[config.mk]
export PLATFORM = sky130hd
export DESIGN_NAME = serial_add_arb_flat
export DESIGN_NICKNAME = d
export VERILOG_FILES = /design/src/rtl/serial_add_arb_if.sv /design/src/rtl/serial_add_arb.sv /design/src/flat_wrapper.sv
export SDC_FILE = /design/constraint.sdc
export NUM_CORES = 1
export LEC_CHECK = 0
export ABC_AREA = 1
export BUFFER_PORTS_ARGS = -buffer_cell sky130_fd_sc_hd__buf_2
export CORE_UTILIZATION = 40
export CTS_BUF_LIST = sky130_fd_sc_hd__clkbuf_8
export CTS_CLUSTER_DIAMETER = 50
export DETAILED_ROUTE_END_ITERATION = 12
export GPL_ROUTABILITY_DRIVEN = 0
export PLACE_DENSITY = 0.68
export SETUP_SLACK_MARGIN = 0.05
export SYNTH_ARGS = -nofsm -noshare
export SYNTH_HDL_FRONTEND = slang
export SYNTH_SLANG_ARGS = --single-unit
[constraint.sdc]
create_clock -name clk -period 3.3 [get_ports clk]
set_input_delay 0.33 -clock clk [delete_from_list [all_inputs] [get_ports clk]]
set_output_delay 0.33 -clock clk [all_outputs]
set_load 0.1 [all_outputs]
[src/rtl/serial_add_arb_if.sv]
// Request/operand and result channel bundle for serial_add_arb.
// SERIAL_ADD_SUB_EN adds the per-requester subtract selects.
interface serial_add_arb_if #(
    parameter int unsigned WIDTH = 8
);
    logic             req0;
    logic             req1;
    logic [WIDTH-1:0] a0;
    logic [WIDTH-1:0] b0;
    logic [WIDTH-1:0] a1;
    logic [WIDTH-1:0] b1;
    logic             ack0;
    logic             ack1;
    logic             res_valid;
    logic             res_ready;
    logic [WIDTH-1:0] res_sum;
    logic             res_cout;
    logic             res_tag;
    logic             busy;
`ifdef SERIAL_ADD_SUB_EN
    logic             req0_sub;
    logic             req1_sub;

    modport master (
        output req0, req1, a0, b0, a1, b1, req0_sub, req1_sub, res_ready,
        input  ack0, ack1, res_valid, res_sum, res_cout, res_tag, busy
    );
    modport slave (
        input  req0, req1, a0, b0, a1, b1, req0_sub, req1_sub, res_ready,
        output ack0, ack1, res_valid, res_sum, res_cout, res_tag, busy
    );
`else
    modport master (
        output req0, req1, a0, b0, a1, b1, res_ready,
        input  ack0, ack1, res_valid, res_sum, res_cout, res_tag, busy
    );
    modport slave (
        input  req0, req1, a0, b0, a1, b1, res_ready,
        output ack0, ack1, res_valid, res_sum, res_cout, res_tag, busy
    );
`endif
endinterface

[src/rtl/serial_add_arb.sv]
// Two-requester round-robin bit-serial adder sharing one full-adder cell and carry flop.
// Define SERIAL_ADD_SUB_EN to enable per-request subtraction (a - b via ~b and carry-in 1).
module serial_add_arb #(
    parameter int unsigned WIDTH = 8
) (
    input logic             clk,
    input logic             rst,
    serial_add_arb_if.slave bus
);
    localparam int unsigned CntW = (WIDTH > 2) ? $clog2(WIDTH) : 1;

    typedef enum logic [1:0] {StIdle, StRun, StDone} state_t;

    state_t           state;
    logic [WIDTH-1:0] a_sr;
    logic [WIDTH-1:0] b_sr;
    logic [WIDTH-1:0] sum_sr;
    logic             carry;
    logic             cout;
    logic             tag;
    logic             last;
    logic [CntW-1:0]  cnt;

    logic             grant0;
    logic             grant1;
    logic             sub0;
    logic             sub1;
    logic             sub_sel;
    logic [WIDTH-1:0] a_sel;
    logic [WIDTH-1:0] b_sel;
    logic             s_bit;
    logic             c_bit;

`ifdef SERIAL_ADD_SUB_EN
    assign sub0 = bus.req0_sub;
    assign sub1 = bus.req1_sub;
`else
    assign sub0 = 1'b0;
    assign sub1 = 1'b0;
`endif

    // On a tie the requester not served last wins; last resets to 1 so req0 goes first.
    always_comb begin
        grant0  = bus.req0 & (~bus.req1 | last);
        grant1  = bus.req1 & ~grant0;
        sub_sel = grant1 ? sub1 : sub0;
        a_sel   = grant1 ? bus.a1 : bus.a0;
        b_sel   = (grant1 ? bus.b1 : bus.b0) ^ {WIDTH{sub_sel}};
        s_bit   = a_sr[0] ^ b_sr[0] ^ carry;
        c_bit   = (a_sr[0] & b_sr[0]) | ((a_sr[0] ^ b_sr[0]) & carry);
    end

    // Gated by rst so the acks read 0 while reset is held, even with requests pending.
    assign bus.ack0      = ~rst & (state == StIdle) & grant0;
    assign bus.ack1      = ~rst & (state == StIdle) & grant1;
    assign bus.res_valid = (state == StDone);
    assign bus.busy      = (state != StIdle);
    assign bus.res_sum   = sum_sr;
    assign bus.res_cout  = cout;
    assign bus.res_tag   = tag;

    always_ff @(posedge clk or posedge rst) begin
        if (rst) begin
            state  <= StIdle;
            a_sr   <= '0;
            b_sr   <= '0;
            sum_sr <= '0;
            carry  <= 1'b0;
            cout   <= 1'b0;
            tag    <= 1'b0;
            last   <= 1'b1;
            cnt    <= '0;
        end else begin
            case (state)
                StIdle: begin
                    if (grant0 | grant1) begin
                        a_sr  <= a_sel;
                        b_sr  <= b_sel;
                        carry <= sub_sel;
                        cnt   <= '0;
                        tag   <= grant1;
                        last  <= grant1;
                        state <= StRun;
                    end
                end
                StRun: begin
                    a_sr   <= a_sr >> 1;
                    b_sr   <= b_sr >> 1;
                    sum_sr <= {s_bit, sum_sr[WIDTH-1:1]};
                    carry  <= c_bit;
                    cnt    <= cnt + CntW'(1);
                    if (cnt == CntW'(WIDTH - 1)) begin
                        cout  <= c_bit;
                        state <= StDone;
                    end
                end
                StDone: begin
                    if (bus.res_ready) begin
                        state <= StIdle;
                    end
                end
                default: state <= StIdle;
            endcase
        end
    end
endmodule

[src/flat_wrapper.sv]
// flat-port wrapper written by rule: the top's interface ports become plain ports
module serial_add_arb_flat 
#(
    parameter int unsigned WIDTH = 8
)
  (clk, rst, bus_req0, bus_req1, bus_a0, bus_b0, bus_a1, bus_b1, bus_res_ready, bus_ack0, bus_ack1, bus_res_valid, bus_res_sum, bus_res_cout, bus_res_tag, bus_busy);
  serial_add_arb_if #(.WIDTH(WIDTH)) bus_i ();
  input logic clk;
  input logic rst;
  input wire logic [$bits(bus_i.req0)-1:0] bus_req0;
  input wire logic [$bits(bus_i.req1)-1:0] bus_req1;
  input wire logic [$bits(bus_i.a0)-1:0] bus_a0;
  input wire logic [$bits(bus_i.b0)-1:0] bus_b0;
  input wire logic [$bits(bus_i.a1)-1:0] bus_a1;
  input wire logic [$bits(bus_i.b1)-1:0] bus_b1;
  input wire logic [$bits(bus_i.res_ready)-1:0] bus_res_ready;
  output wire logic [$bits(bus_i.ack0)-1:0] bus_ack0;
  output wire logic [$bits(bus_i.ack1)-1:0] bus_ack1;
  output wire logic [$bits(bus_i.res_valid)-1:0] bus_res_valid;
  output wire logic [$bits(bus_i.res_sum)-1:0] bus_res_sum;
  output wire logic [$bits(bus_i.res_cout)-1:0] bus_res_cout;
  output wire logic [$bits(bus_i.res_tag)-1:0] bus_res_tag;
  output wire logic [$bits(bus_i.busy)-1:0] bus_busy;
  assign bus_i.req0 = bus_req0;
  assign bus_i.req1 = bus_req1;
  assign bus_i.a0 = bus_a0;
  assign bus_i.b0 = bus_b0;
  assign bus_i.a1 = bus_a1;
  assign bus_i.b1 = bus_b1;
  assign bus_i.res_ready = bus_res_ready;
  assign bus_ack0 = bus_i.ack0;
  assign bus_ack1 = bus_i.ack1;
  assign bus_res_valid = bus_i.res_valid;
  assign bus_res_sum = bus_i.res_sum;
  assign bus_res_cout = bus_i.res_cout;
  assign bus_res_tag = bus_i.res_tag;
  assign bus_busy = bus_i.busy;
  serial_add_arb #(.WIDTH(WIDTH)) u_core (.clk(clk), .rst(rst), .bus(bus_i));
endmodule
==> run_results.csv, run 1 <==
group,metric,value,unit
detailed_routing,drtAntennaViolNets,0,
setup_path,critPathMaxFanout,3,
synth,synthMuxAreaShare,0,%
clock_tree,clock_sinks,33,
synth,synth_area,1730,um^2
synth,yosys_register_bits,33,
finish,utilization,50.3,%
floorplan,io_pins,51,
setup_path,r2r_slack,1.68,ns
timing,period_share,60.9,%
detailed_routing,drt_iter0_markers,128,
setup_path,cp-startpoint,"u_core.state[0]",
synth,netlist_top_cells_area,"dfrtp_1 (46%), nand2_1 (30%), nand3_1 (4.1%)",
setup_path,crit_arrival,1.68,ns
synth,synth_most_common_cell,"nand2_1",
power_and_ir_drop,irDropWorstVdd,0.535,mV
synth,yosys.area_share.simple,36.0,%
synth,synth_xor_xnor_area_share,0,%
setup_path,critPathLaunchType,"flop",
clock_tree,post_cts_resized,0,
detailed_routing,post-route-drc-count,0,
detailed_routing,num_vias,1552,
synth,yosys-top-cells-count,"nand2_1 (137), dfrtp_1 (32), nand3_1 (14)",
power_and_ir_drop,clockPowerShare,13.4,%
synth,syn_inst,232,
synth,syn_nets,272,
detailed_routing,first_pass_iters,4,
grt,grt_max_degree,34,
power_and_ir_drop,p_leak,1.19,nW
setup_path,ff2ff_path_depth,7,
power_and_ir_drop,p_int,1.06,mW
status,outcome,"completed",
place,dp_cells,323,
synth,ys_warn_count,0,
clock_tree,cts_inserted_buffers,5,
grt,grt_usage,17.4,%
clock_tree,clock_latency,0.28,ns
synth,syn_avg_cell_area,7.44,um^2
timing,setup-violations-final,0,
finish,layout-area-overhead-vs-synth,18.3,%
clock_tree,cts_hold_buffers,0,
setup_path,crit_type,"reg2out",
clock_tree,cts-root-buf,"clkbuf_8",
flow_run,max_cap_viol_count,0,
timing,rsz0062_at_grt,"no",
timing,clock.fmax,498,MHz
setup_path,r2r_end,"u_core.b_sr[5]",
clock_tree,post_cts_buffers,0,
place,port_buffers,50,
place,hpwl,2.41,mm
floorplan,die_h,67.7,um
finish,layout-drive-gt1-share,22.8,%
power_and_ir_drop,pwr-share-seq,31.5,%
clock_tree,cts_max_level,2,
detailed_routing,vias_per_cell,4.69,
power_and_ir_drop,p_switching,1.23,mW
power_and_ir_drop,power,2.29,mW
clock_tree,cts_buffer_depth,2,
timing,finalCriticalPeriod,2.01,ns
finish,instances_no_fill,331,
finish,antenna_cells,0,
synth,synth_compound_area_share,5.15,%
floorplan,start_util,42.5,%
clock_tree,cts_tree,"done",
place,place_ws,1.54,ns
synth,yosysTopAreaCellShare,46.4,%
floorplan,die_area,4580,um^2
power_and_ir_drop,swShare,53.6,%
setup_path,cp-end-kind,"output port",
detailed_routing,wl,3.60,mm
place,post_dp_cell_area,1950,um^2
timing,hold_viol_final,0,
clock_tree,clk_pin_slew,0.07,ns
detailed_routing,avgRoutedWirePerCell,10.9,um
synth,async_flop_share,100,%
grt,grt.overflow.total,0,
timing,slew-limit-headroom,62.0,%
power_and_ir_drop,pwr-share-comb,55.0,%
timing,tightest_slew,0.568,ns
timing,setup_slack,1.29,ns
floorplan,die-width,67.7,um
min_path,hold_class,"in2async",
power_and_ir_drop,power_density,1120,nW/um^2
synth,ys_seq_area_share,47.9,%
grt,grt_pass1_wl,5.83,mm
synth,synth_fa_ha_area_share,2.61,%
timing,slew_violations,0,
finish,stdcell_area,2040,um^2
floorplan,core_area,4060,um^2
setup_path,cp.required,2.97,ns
synth,synth_top_family_by_area,"simple AND/OR/NAND/NOR gates",
synth,synth_ff_type,"dfrtp_1",
setup_path,reg2reg_from,"u_core.state[1]",
floorplan,num_rows,23,
finish,layout.nets,320,
grt,grt_pass1_vias,1374,
synth,yosysTopAreaCell,"dfrtp_1",
synth,synth_enable_flop_cells,0,
grt,antenna_found_initial,0,
timing,fin_skew,0.00741,ns
synth,synth_cell_types,22,
[placed cells by master, fill, tap and decap left out, drive strengths merged]
cell,instances
fa,1
a21o,1
nor2,4
dfrtp,32
a21oi,3
o21ai,8
ha,2
dfstp,1
nand2,139
o31ai,1
buf,51
nor3,2
clkbuf,6
o22ai,1
nand3,14
inv,15
[power groups by stage]
stage | Sequential [mW] | Clock (mW) | Combinational, mW
6_report | 0.721 | 0.307 | 1.26
5_1_grt | 0.748 | 0.330 | 1.39
4_1_cts | 0.721 | 0.311 | 1.28
3_5_place_dp | 0.725 | 0 | 1.28
3_3_place_gp | 0.725 | 0 | 1.26
2_1_floorplan | 1.09 | 0 | 0.747
[state kept, by name, summed over array words and instances, names as in the netlist]
signal               flops
u_core.b_sr              8
u_core.a_sr              8
u_core.bus.res_cout      1
u_core.cnt               3
u_core.last              1
u_core.bus.res_tag       1
u_core.bus.res_sum       8
u_core.carry             1
u_core.state             2
[per-layer routing]
layer  global-route usage [%]  vias up  share of wire [%]
li1                         -      807                  -
met1                     21.4      697                 48
met2                     29.0       41                 45
met3                     3.72        7                4.7
met4                     7.98        0                1.6
met5                        0        -                  0
[area by class of cell]
cell class	instances	area [um^2]
clock inverter	2	7.51
tap	50	62.6
timing repair buffer	51	258
fill	418	2020
sequential	33	827
clock buffer	6	82.6
inverter	13	48.8
multi-input combinational	176	756
[metrics by stage]
step	hold WS, ns	setup TNS (ns)
after global routing	0.181	0
after CTS	0.163	0
after detailed placement	0.463	0
final	0.138	0
after global placement	0.457	0
after floorplan	0.432	-0.472
[how the worst max path moves through the flow]
stage / endpoint / slack, ns / depth (start not counted)
floorplan: bus_ack0 / -0.24 / 3
global placement: bus_ack1 / 1.59 / 5
detailed placement: bus_ack1 / 1.54 / 5
CTS: bus_ack1 / 1.26 / 4
global route: bus_ack0 / 1.13 / 4
finish: bus_ack1 / 1.29 / 4
[kinds of logic after synthesis]
family	count (synthesis)
AOI/OAI and AO/OA	14
DFF	33
and+or+nand+nor	159
buffers and inverters	23
adders and majority gates	3
[critical path: stages, from the launching register on]
cell,delay (ns)
dfrtp_1,0.40
nor2_1,0.24
inv_1,0.12
nor3_1,0.19
buf_2,0.45
Note: power is estimated with default switching activity, not from simulation.
==> run 2: changes to the inputs <==
- clock period: 3.3 -> 2.1 ns (I/O delays scaled with it)
==> run_results.csv, run 2 (synthesis results as in run 1) <==
group,metric,value,unit
status,outcome,"completed",
detailed_routing,wl,3.68,mm
setup_path,crit_slowest_cell,"buf_2",
clock_tree,cts_hold_buffers,0,
clock_tree,cts-root-buf,"clkbuf_8",
finish,layout-area-overhead-vs-synth,20.7,%
power_and_ir_drop,power_density,1770,nW/um^2
power_and_ir_drop,p_leak,1.20,nW
grt,antenna_found_initial,0,
timing,slew-limit-headroom,67.9,%
min_path,hold_class,"in2async",
clock_tree,clk_pin_slew,0.07,ns
floorplan,die-width,67.7,um
detailed_routing,post-route-drc-count,0,
finish,final_cell_mix,"nand2_1 (137), buf_2 (50), dfrtp_1 (32)",
floorplan,die_area,4580,um^2
setup_path,critPathTopFamily,"buffers and inverters",
grt,grt_max_degree,34,
setup_path,crit_type,"reg2out",
setup_path,cp.required,1.89,ns
clock_tree,clock_latency,0.28,ns
clock_tree,post_cts_buffers,0,
clock_tree,cts_buffer_depth,2,
setup_path,r2r_slack,0.59,ns
clock_tree,cts_inserted_buffers,5,
timing,clock.fmax,538,MHz
power_and_ir_drop,power,3.70,mW
setup_path,reg2reg_from,"u_core.state[0]",
floorplan,core_area,4060,um^2
setup_path,r2r_end,"u_core.carry",
detailed_routing,drtAntennaViolNets,0,
grt,grt_pass1_wl,5.99,mm
grt,grt.overflow.total,0,
flow_run,max_cap_viol_count,0,
place,place_ws,0.527,ns
place,port_buffers,50,
timing,tightest_slew,0.480,ns
timing,finalCriticalPeriod,1.86,ns
floorplan,num_rows,23,
setup_path,worstPathCellList,"nor2_1, inv_1, nor3_4, buf_2",
timing,rsz0062_at_grt,"no",
floorplan,io_pins,51,
finish,layout.nets,321,
setup_path,crit_arrival,1.65,ns
setup_path,critPathBufInv,2,
finish,layout_commonest_cell,"nand2_1",
clock_tree,post_cts_resized,0,
timing,hold_viol_final,0,
detailed_routing,vias_per_cell,4.69,
detailed_routing,num_vias,1556,
grt,grt_usage,17.9,%
setup_path,cp-end-kind,"output port",
setup_path,ff2ff_path_depth,6,
setup_path,slowest_delay,0.44,ns
power_and_ir_drop,irDropWorstVdd,1.47,mV
setup_path,critPathLaunchType,"flop",
floorplan,die_h,67.7,um
setup_path,critPathMaxFanout,3,
timing,period_share,88.5,%
setup_path,cp-startpoint,"u_core.state[0]",
finish,antenna_cells,0,
clock_tree,clock_sinks,33,
clock_tree,cts_max_level,2,
timing,fin_skew,0.00375,ns
clock_tree,cts_tree,"done",
finish,layout-drive-gt1-share,24.5,%
detailed_routing,avgRoutedWirePerCell,11.1,um
grt,grt_pass1_vias,1387,
floorplan,start_util,42.5,%
timing,slew_violations,0,
detailed_routing,drt_iter0_markers,94,
timing,setup-violations-final,0,
detailed_routing,first_pass_iters,4,
finish,fillCellCount,404,
timing,setup_slack,0.241,ns
place,hpwl,2.55,mm
## run 2: worst reg2reg max path, stage by stage, from the launching register on
cell,delay (ns)
dfrtp_1,0.40
nor2_1,0.20
nand2_2,0.28
nand2_1,0.19
inv_2,0.15
nand2_1,0.10
o21ai_0,0.07
## run 2: stage by stage
step / TNS [ns] / hold slack [ns] / util (%) / instance area (um^2) / instances
5_1_grt: 0 / 0.0923 / 51.3 / 2080 / 332
3_3_place_gp: 0 / 0.380 / 48.8 / 1980 / 324
4_1_cts: 0 / 0.0748 / 51.3 / 2080 / 332
2_1_floorplan: -0.171 / 0.312 / - / 1750 / 232
3_5_place_dp: 0 / 0.381 / 48.8 / 1980 / 324
6_report: 0 / 0.0652 / 51.3 / 2080 / 332
## run 2: worst max path at each step
stage | endpoint | slack (ns) | cells past startpoint
floorplan | bus_ack0 | -0.09 | 3
global placement | bus_ack1 | 0.58 | 4
detailed placement | bus_ack0 | 0.53 | 4
CTS | bus_ack0 | 0.22 | 4
global route | bus_ack0 | 0.12 | 4
finish | bus_ack0 | 0.24 | 4
## run 2: power breakdown
part	leakage [nW]	switching, mW	total, mW	internal (mW)
sequential	0.408	0.180	1.13	0.954
clock	0.0542	0.229	0.526	0.296
combinational	0.742	1.56	2.04	0.479
## run 2: layer usage
layer  wire length (um)  vias up  global-route usage, %
met5                  0        -                      0
met4                 21        0                   4.79
met3                230        2                   6.08
met2               1720       45                   28.8
met1               1710      700                   22.8
li1                   -      809                      -
## run 2: final cells by class
class                   instances  area, um^2  area share [%]
inverters                      13        48.8            2.34
flip-flops and latches         33         827            39.7
repair buffers                 52         265            12.7
clock buffers                   7        96.3            4.62
multi-input cells             176         778            37.4
clock inverters                 1        5.00           0.240
well taps                      50        62.6            3.00
==> run 3: changes to the inputs <==
- PLACE_DENSITY: 0.68 -> 0.72
==> run_results.csv, run 3 (synthesis results as in run 1) <==
group,metric,value,unit
status,outcome,"completed",
finish,fillCellCount,415,
finish,stdcell_area,2120,um^2
power_and_ir_drop,irDropWorstVdd,1.26,mV
floorplan,die_h,67.7,um
setup_path,worstPathCellList,"nor2_1, inv_1, nor3_4, buf_2",
clock_tree,clock_sinks,33,
timing,tightest_slew,0.479,ns
place,dp_cells,324,
detailed_routing,vias_per_cell,4.80,
timing,fin_skew,0.00730,ns
timing,period_share,87.8,%
detailed_routing,avgRoutedWirePerCell,11.5,um
clock_tree,cts_hold_buffers,0,
timing,finalCriticalPeriod,1.84,ns
clock_tree,post_cts_buffers,0,
timing,slew-limit-headroom,68.0,%
timing,hold_viol_final,0,
timing,slew_violations,0,
grt,grt_usage,18.3,%
setup_path,crit_type,"reg2out",
grt,grt.overflow.total,0,
finish,final_cell_mix,"nand2_1 (137), buf_2 (50), dfrtp_1 (32)",
floorplan,die_area,4580,um^2
place,post_dp_cell_area,1980,um^2
place,hpwl,2.66,mm
setup_path,crit_arrival,1.63,ns
finish,utilization,52.1,%
grt,antenna_found_initial,0,
setup_path,slowest_delay,0.44,ns
power_and_ir_drop,power_density,1840,nW/um^2
timing,rsz0062_at_grt,"no",
grt,gr-usage-met3,4.22,%
timing,setup_slack,0.256,ns
finish,instances_no_fill,332,
grt,grt_pass1_wl,6.11,mm
timing,setup_tns,0,ns
finish,layout-area-overhead-vs-synth,22.6,%
setup_path,critPathMaxFanout,3,
floorplan,io_pins,51,
floorplan,start_util,42.5,%
finish,layout-drive-gt1-share,24.5,%
min_path,hold_class,"in2async",
detailed_routing,first_pass_iters,4,
setup_path,crit_slowest_cell,"buf_2",
clock_tree,post_cts_resized,0,
clock_tree,cts-root-buf,"clkbuf_8",
place,place_ws,0.558,ns
grt,grtUsageMet1,24.1,%
clock_tree,cts_max_level,2,
finish,antenna_cells,0,
setup_path,critPathBufInv,2,
setup_path,cp-end-kind,"output port",
floorplan,num_rows,23,
detailed_routing,drtAntennaViolNets,0,
setup_path,cp.required,1.89,ns
grt,grt_max_degree,34,
detailed_routing,post-route-drc-count,0,
clock_tree,clk_pin_slew,0.07,ns
flow_run,max_cap_viol_count,0,
grt,use_met2,29.3,%
clock_tree,cts_tree,"done",
finish,layout.nets,321,
setup_path,critPathTopFamily,"buffers and inverters",
detailed_routing,num_vias,1592,
clock_tree,cts_buffer_depth,2,
floorplan,core_area,4060,um^2
detailed_routing,drt_iter0_markers,75,
finish,layout_commonest_cell,"nand2_1",
grt,grt_pass1_vias,1384,
setup_path,critPathLaunchType,"flop",
clock_tree,cts_inserted_buffers,5,
floorplan,die-width,67.7,um
grt,grt_busiest_layer,"met2",
clock_tree,clock_latency,0.28,ns
timing,setup-violations-final,0,
power_and_ir_drop,p_leak,1.22,nW
detailed_routing,wl,3.82,mm
timing,clock.fmax,542,MHz
place,port_buffers,50,
run 3: cell count changes in the layout (fill, tap and decap cells not counted):
cell and delta:
bufinv_16 +2, clkbuf_8 -2
run 3: path summary, 6_finish.rpt:
check,startpoint,to,slack (ns),depth (start not counted)
hold reg to reg,u_core.bus.res_sum[0],u_core.bus.res_sum[0],0.48,2
min in group clk,bus_res_ready,u_core.state[1],0.16,2
setup / recovery,u_core.state[0],bus_ack0,0.26,4
setup reg to reg,u_core.state[0],u_core.carry,0.61,6
hold / removal,rst,u_core.bus.res_tag,0.05,3
max in group asynchronous,rst,u_core.last,1.73,3
run 3: routing by layer:
metal / vias to the layer above / part of all wire [%]
met5: - / 0
met4: 0 / 1.4
met3: 5 / 5.2
met2: 38 / 46
met1: 740 / 47
li1: 809 / -
run 3: cell type report:
class	count	area (um^2)	area share, %
multi-input combinational	176	778	36.8
clock buffer	5	68.8	3.25
sequential	33	827	39.1
tap	50	62.6	2.96
clock inverter	3	65.1	3.08
timing repair buffer	52	265	12.5
inverter	13	48.8	2.31
run 3: power breakdown:
group	switching (mW)	internal [mW]	leakage (nW)
clock	0.239	0.472	0.0681
sequential	0.192	0.954	0.408
combinational	1.55	0.477	0.742
total	1.98	1.90	1.22
run 3: metrics by stage:
step,power [mW],hold WS [ns]
finish,3.89,0.0532
global route,4.17,0.0967
detailed placement,3.20,0.379
global placement,3.16,0.376
floorplan,2.90,0.312
CTS,3.92,0.0671
run 3: worst min-delay path: cells and delay by family:
kind | cells | cell delay [ns]
buf+inv | 3 | 0.55
